--- src/rtl/cp0_exc.sv ---
// Coprocessor-0 exception/interrupt controller: Status, Cause and EPC, exception
// arbitration and PC redirect. Define CP0_TIMER_EN to add Count/Compare timer.
module cp0_exc #(
  parameter logic [31:0] EXC_BASE = 32'h0000_0008
) (
  input  logic        clk,
  input  logic        rst,
  input  logic [31:0] pc,
  input  logic [31:0] pc4,
  input  logic        ov,
  input  logic        ov_en,
  input  logic        sys,
  input  logic        unimpl,
  input  logic        eret,
  input  logic        mtc0,
  input  logic [4:0]  rd,
  input  logic [31:0] wdata,
  input  logic        intr,
  output logic [31:0] rdata,
  output logic        exc,
  output logic        redirect,
  output logic [31:0] vec,
  output logic        wb_cancel,
  output logic        inta
);

  localparam logic [4:0] REG_COUNT   = 5'd9;
  localparam logic [4:0] REG_COMPARE = 5'd11;
  localparam logic [4:0] REG_STATUS  = 5'd12;
  localparam logic [4:0] REG_CAUSE   = 5'd13;
  localparam logic [4:0] REG_EPC     = 5'd14;

  localparam logic [4:0] CODE_INT = 5'd0;
  localparam logic [4:0] CODE_SYS = 5'd8;
  localparam logic [4:0] CODE_UNI = 5'd10;
  localparam logic [4:0] CODE_OV  = 5'd12;

  logic        ie, pie, im_ext, em_sys, em_uni, em_ov;
  logic [4:0]  exc_code;
  logic [31:0] epc;
  logic        sync1, sync2;
  logic        ip_ext;
  logic        im_tmr, ip_tmr;

  logic        hit_uni, hit_sys, hit_ov, sync_hit, int_hit, eret_taken;
  logic [4:0]  sync_code;
  logic        wr_en;

  assign ip_ext = sync2;

  always_ff @(posedge clk or posedge rst) begin
    if (rst) begin
      sync1 <= 1'b0;
      sync2 <= 1'b0;
    end else begin
      sync1 <= intr;
      sync2 <= sync1;
    end
  end

  always_comb begin
    hit_uni    = unimpl & em_uni;
    hit_sys    = sys & em_sys;
    hit_ov     = ov & ov_en & em_ov;
    sync_hit   = hit_uni | hit_sys | hit_ov;
    sync_code  = hit_uni ? CODE_UNI : (hit_sys ? CODE_SYS : CODE_OV);
    eret_taken = eret & ~sync_hit;
    int_hit    = ie & ((ip_ext & im_ext) | (ip_tmr & im_tmr)) & ~sync_hit & ~eret;
    exc        = sync_hit | int_hit;
    redirect   = exc | eret_taken;
    vec        = exc ? EXC_BASE : epc;
    wb_cancel  = sync_hit;
    inta       = int_hit;
    wr_en      = mtc0 & ~exc;
  end

  // mtc0 is applied first so that exception entry or eret overrides IE/PIE.
  always_ff @(posedge clk or posedge rst) begin
    if (rst) begin
      ie       <= 1'b0;
      pie      <= 1'b0;
      im_ext   <= 1'b0;
      em_sys   <= 1'b0;
      em_uni   <= 1'b0;
      em_ov    <= 1'b0;
      exc_code <= '0;
      epc      <= '0;
    end else begin
      if (wr_en && rd == REG_STATUS) begin
        ie     <= wdata[0];
        pie    <= wdata[1];
        im_ext <= wdata[8];
        em_sys <= wdata[12];
        em_uni <= wdata[13];
        em_ov  <= wdata[14];
      end
      if (wr_en && rd == REG_EPC)
        epc <= wdata;
      if (sync_hit) begin
        epc      <= pc;
        exc_code <= sync_code;
        pie      <= ie;
        ie       <= 1'b0;
      end else if (int_hit) begin
        epc      <= pc4;
        exc_code <= CODE_INT;
        pie      <= ie;
        ie       <= 1'b0;
      end else if (eret_taken) begin
        ie <= pie;
      end
    end
  end

`ifdef CP0_TIMER_EN
  logic [31:0] count, compare;

  always_ff @(posedge clk or posedge rst) begin
    if (rst) begin
      count   <= '0;
      compare <= '0;
      ip_tmr  <= 1'b0;
      im_tmr  <= 1'b0;
    end else begin
      if (wr_en && rd == REG_COUNT)
        count <= wdata;
      else
        count <= count + 32'd1;
      if (wr_en && rd == REG_STATUS)
        im_tmr <= wdata[9];
      // A Compare write both rearms and acknowledges the timer.
      if (wr_en && rd == REG_COMPARE) begin
        compare <= wdata;
        ip_tmr  <= 1'b0;
      end else if (count == compare && compare != '0) begin
        ip_tmr <= 1'b1;
      end
    end
  end
`else
  assign ip_tmr = 1'b0;
  assign im_tmr = 1'b0;
`endif

  always_comb begin
    rdata = '0;
    case (rd)
      REG_STATUS: rdata = {17'b0, em_ov, em_uni, em_sys, 2'b0, im_tmr, im_ext, 6'b0, pie, ie};
      REG_CAUSE:  rdata = {20'b0, ip_tmr, ip_ext, 3'b0, exc_code, 2'b0};
      REG_EPC:    rdata = epc;
`ifdef CP0_TIMER_EN
      REG_COUNT:   rdata = count;
      REG_COMPARE: rdata = compare;
`endif
      default:    rdata = '0;
    endcase
  end

endmodule

--- config.mk ---
export PLATFORM = sky130hd
export DESIGN_NAME = cp0_exc
export DESIGN_NICKNAME = d
export VERILOG_FILES = /design/src/rtl/cp0_exc.sv
export SDC_FILE = /design/constraint.sdc
export NUM_CORES = 1
export LEC_CHECK = 0
export BUFFER_PORTS_ARGS = -buffer_cell sky130_fd_sc_hd__buf_2
export CAP_MARGIN = 20
export CORE_MARGIN = 10
export CORE_UTILIZATION = 38
export DETAILED_ROUTE_END_ITERATION = 8
export PLACE_DENSITY = 0.73
export SYNTH_ARGS = -nofsm -noshare
export SYNTH_HDL_FRONTEND = slang
export SYNTH_SLANG_ARGS = --single-unit
--- constraint.sdc ---
create_clock -name clk -period 2 [get_ports clk]
set_input_delay 0.3 -clock clk [delete_from_list [all_inputs] [get_ports clk]]
set_output_delay 0.3 -clock clk [all_outputs]
set_load 0.005 [all_outputs]
== Yosys cells after proc, flatten, opt, wreduce, memory -nomap -nowiden ==
Index checks and enable logic that the tools add are counted.

* Equality and inequality tests: 3
* Muxes and demuxes: 16
* Bitwise operators: 17
* Reductions and logical operators: 6

{| class="wikitable"
|+ Operator list
! cell !! number
|-
| 2-to-1 mux 32 bit || 4
|-
| one-hot mux 32 bit (3 select lines) || 1
|-
| == test 5 x 4 -> 1 bit (second input constant) || 3
|-
| bitwise AND 1 bit || 10
|-
| 2-to-1 mux 5 bit || 2
|-
| 2-to-1 mux 1 bit || 7
|-
| 2-to-1 mux 3 bit || 2
|-
| nonzero test 3 bit || 2
|-
| OR 1 bit || 4
|-
| nonzero test 4 bit || 1
|-
| NOT 1 bit || 3
|-
| logical AND 1 bit || 2
|-
| nonzero test 2 bit || 1
|}

* Register bits after elaboration: 45
* Input bits: 110
* Output and inout bits: 68
* Word-level logic and storage cells: 52

== Longest topological paths before layout ==
* Depth after elaboration: 14
* Gate-level depth with buffers: 7
* Depth with buffers taken out: 5

== Worst setup path before layout ==
OpenSTA, ideal clock, no wires.

* Path type: register to output
* From: register em_uni
* To: output vec[10]
* Arrival: 1.291 ns
* Required time: 1.700 ns
* Slack: 0.409 ns
* Stages on the path, launching flop included: 6
* Buffers on the path: 2
* Cells stage by stage: dfrtp_1 -> a22o_2 -> nor3_4 -> buf_6 -> clkbuf_2 -> and2_1

* Longest elaborated chain between the ends: 8

{| class="wikitable"
|+ RTL lines
! element !! RTL line !! RTL
|-
| from (decl) || 38 || <nowiki>logic ie, pie, im_ext, em_sys, em_uni, em_ov;</nowiki>
|-
| from (signal assigned) || 94 || <nowiki>em_uni <= wdata[13];</nowiki>
|-
| bitwise AND 1 bit * || 62 || <nowiki>hit_uni = unimpl & em_uni;</nowiki>
|-
| OR 1 bit * (2 in a row) || 65 || <nowiki>sync_hit = hit_uni | hit_sys | hit_ov;</nowiki>
|-
| NOT 1 bit || 68 || <nowiki>int_hit = ie & ((ip_ext & im_ext) | (ip_tmr & im_tmr)) & ~sync_hit & ~eret;</nowiki>
|-
| bitwise AND 1 bit (2 in a row) || 68 ||
|-
| OR 1 bit * || 69 || <nowiki>exc = sync_hit | int_hit;</nowiki>
|-
| 2-to-1 mux 32 bit * || 71 || <nowiki>vec = exc ? EXC_BASE : epc;</nowiki>
|-
| to (decl) || 22 || <nowiki>output logic [31:0] vec,</nowiki>
|}

Mark *: on every way between the ends. The rest lies on a longest branch, timed or not.

== Final worst setup path ==
* From: register sync2 (netlist: ip_ext)
* To: output vec[4]

* Longest elaborated chain between the ends: 6

{| class="wikitable"
|+ RTL lines
! element !! RTL line !! RTL
|-
| from (decl) || 41 || <nowiki>logic sync1, sync2;</nowiki>
|-
| from (signal assigned) || 57 || <nowiki>sync2 <= sync1;</nowiki>
|-
| bitwise AND 1 bit (4 in a row) || 68 ||
|-
| OR 1 bit || 69 ||
|-
| 2-to-1 mux 32 bit || 71 ||
|}

No other way between the ends.

==> run_results.csv <==
group,metric,value,unit
synthesis,yosysTopAreaCell,"dfrtp_1",
placed_design,portBuffers,177,
hold_path,hp-class,"input pin to async pin",
global_route,grt_overflow,0,
power,comb_power_share,51.1,%
global_route,track_usage,17.0,%
synthesis,yosysWarningCount,0,
run,maxCapViolCount,0,
floorplanning,num_rows,31,
sta,slew_headroom,61.9,%
route,post_drt_wl_per_cell,18.2,um
layout,final_core_util,58.2,%
power,leakage,2.34,nW
clock_tree,clockBufferDepth,2,
critical_path,critPathTopFamily,"simple AND/OR/NAND/NOR gates",
power,p_switching,0.00139,W
floorplanning,die_w,106,um
synthesis,async_reset_ff_share,100,%
route,ant_nets,0,
route,drt-total-wl,10.5,mm
critical_path,start_kind,"flop",
placed_design,place.gp.congestion,0.774,
clock_tree,cts_tree,"yes",
synthesis,ys.flop_type,"dfrtp_1",
route,initialDrtViolationCount,130,
critical_path,r2r_cells,5,
sta,tightest_slew,570,ps
critical_path,critPathMaxFanout,6,
sta,finalMaxSlewViolations,0,
layout,instances_no_fill,573,
critical_path,endpoint_kind,"output pin",
sta,max_freq,487,MHz
critical_path,critPathMaxStageDelay,390,ps
placed_design,dp.cells,559,
floorplanning,start_util,39.1,%
power,p_clk_share,12.7,%
layout,n_antenna_cell,0,
synthesis,syn_inst,295,
global_route,antenna_found_initial,0,
floorplanning,io_pins,178,
synthesis,synthTopCellsByArea,"dfrtp_1 (38%), and2_1 (12%), mux2i_1 (12%), o211ai_1 (5.8%), nand3_1 (5.6%)",
synthesis,syn_area_per_cell,9.61,um2
sta,finalSetupViolCount,25,
floorplanning,coreArea,7250,um2
synthesis,synth.top_cells.by_count,"and2_1 (53), dfrtp_1 (43), nand2_1 (36)",
synthesis,synth.cell_area,2840,um2
floorplanning,dieHeight,106,um
route,drc,0,
critical_path,worstPathRequired,1700,ps
power,switching_share,34.6,%
run_status,failed_checks,"negative setup slack",
critical_path,crit_buf_inv,3,
sta,fin_crit_sh,103,%
synthesis,yosysTopAreaCellShare,38.0,%
critical_path,crit_path_cell_trace,"and4b_2 > nor3_4 > buf_12 > clkbuf_16 > and2_4 > buf_6",
clock_tree,cts_root_buffer,"clkbuf_8",
route,drt-vias-per-instance,5.16,
synthesis,netlist-cell-type-count,35,
clock_tree,clk_latency,290,ps
global_route,grt_max_degree,44,
global_route,grt_pass1_wl,16.0,mm
critical_path,arrival,1750,ps
clock_tree,cts_buffers,5,
global_route,grt_pass1_vias,3222,
clock_tree,holdBufCountCts,0,
sta,rsz0062_at_grt,"yes",
critical_path,crit_slowest_cell,"dfrtp_1",
synthesis,syn-num-nets,405,
layout,synthToLayoutAreaGrowth,48.8,%
power,seq_power_share,36.3,%
clock_tree,h-tree-depth,2,
power,ir_drop,0.340,mV
sta,tns,-654,ps
sta,layout_min_cycle_time,2050,ps
clock_tree,clock-sinks,43,
clock_tree,clk_pin_slew_worst_paths,80,ps
layout,layout.nets,585,
power,p_per_area,951,nW/um2
sta,skew,4.49,ps
run_status,status,"complete, but fails checks",
synthesis,ys_ff_latch,43,
critical_path,crit_type,"flop to output pin",
sta,hold_viol,0,
layout,drive_gt1_share,52.7,%
floorplanning,die-area,11300,um2
power,p_total,0.00401,W
placed_design,hpwl,7.78,mm
critical_path,critical_path_depth,6,
synthesis,synth_edf_count,0,
sta,finalWorstSetupSlack,-51.7,ps
route,drtPass1Iterations,6,
synthesis,synth_most_common_cell,"and2_1",
route,num_vias,2954,
power,p_int,0.00263,W
synthesis,ys_seq_area_share,38.0,%
-- worst register-to-register path: stages, from the launching register on --
cell     delay (ps)
dfrtp_1         390
and4b_2         280
nor3_4          250
buf_4           210
and2_2          220
mux2_2          350
-- flip-flops by register name (all words and copies together), names as in the netlist --
| signal | count |
|---|---|
| em_ov | 1 |
| em_sys | 1 |
| exc_code | 3 |
| epc | 32 |
| ie | 1 |
| ip_ext | 1 |
| sync1 | 1 |
| pie | 1 |
| em_uni | 1 |
| im_ext | 1 |
-- layout make-up --
cell class	count	area, um2
clock buffers	6	72.6
fillers	681	3030
inverters	4	20.0
multi-input cells	224	1650
flip-flops and latches	43	1080
well taps	99	124
repair buffers	197	1270
-- layer usage --
layer / wire (um) / GRT usage (%) / up-vias
met1: 4130 / 19.0 / 1429
li1: - / - / 1399
met5: 0 / 0 / -
met2: 5440 / 30.9 / 116
met3: 772 / 5.92 / 10
met4: 115 / 2.80 / 0
-- through the flow --
stage	hold slack, ps	area (um2)	setup slack, ps
after floorplan	331	2840	409
after global placement	341	3850	191
after detailed placement	342	3850	132
after CTS	37.1	3990	-30.7
after global routing	51.3	4220	-106
final	27.9	4220	-51.7
-- cells in the final DEF, fill, tap and decap left out, types with 3 or more instances in the layout --
master	n
and2_4	21
mux2_2	4
o211ai_1	22
dfrtp_1	43
and2_1	32
mux2i_1	33
buf_2	156
nand3_1	32
clkbuf_8	5
a22o_1	11
nand2_1	36
o211ai_2	10
buf_12	7
nor2_1	3
buf_4	12
a21oi_1	3
buf_6	21
-- kinds of logic (layout without fill, tap and decap cells) --
| logic type | count (synthesis) | count (layout) | synth area share, % |
|---|---|---|---|
| AOI/OAI and AO/OA | 49 | 49 | 14.9 |
| and+or+nand+nor | 138 | 138 | 27.8 |
| buffers and inverters | 28 | 207 | 6.13 |
| DFF | 43 | 43 | 38.0 |
| muxes | 37 | 37 | 13.2 |
-- worst paths after layout --
kind | startpoint | end | slack, ps
worst max register to register | ip_ext | em_uni | 190
max in group asynchronous | rst | ie | 1760
worst min-delay path | rst | epc[21] | 30
worst min register to register | sync1 | ip_ext | 360
worst max-delay path | ip_ext | vec[4] | -50
min in group clk | intr | sync1 | 110
-- power groups by stage --
stage	clock network, W	logic, W	registers (W)
after detailed placement	0	0.00157	0.00146
after CTS	0.000519	0.00165	0.00144
after global placement	0	0.00154	0.00145
after floorplan	0	0.000968	0.00137
final	0.000508	0.00205	0.00146
after global routing	0.000553	0.00224	0.00150
-- timing repair --
item	4_1_cts	5_1_grt
resized for setup	2	44
buffers inserted	5	2
pin swaps	6	4
endpoints found under the setup margin	17	34
cloned	0	1
Power figures use the tool's default switching activity.
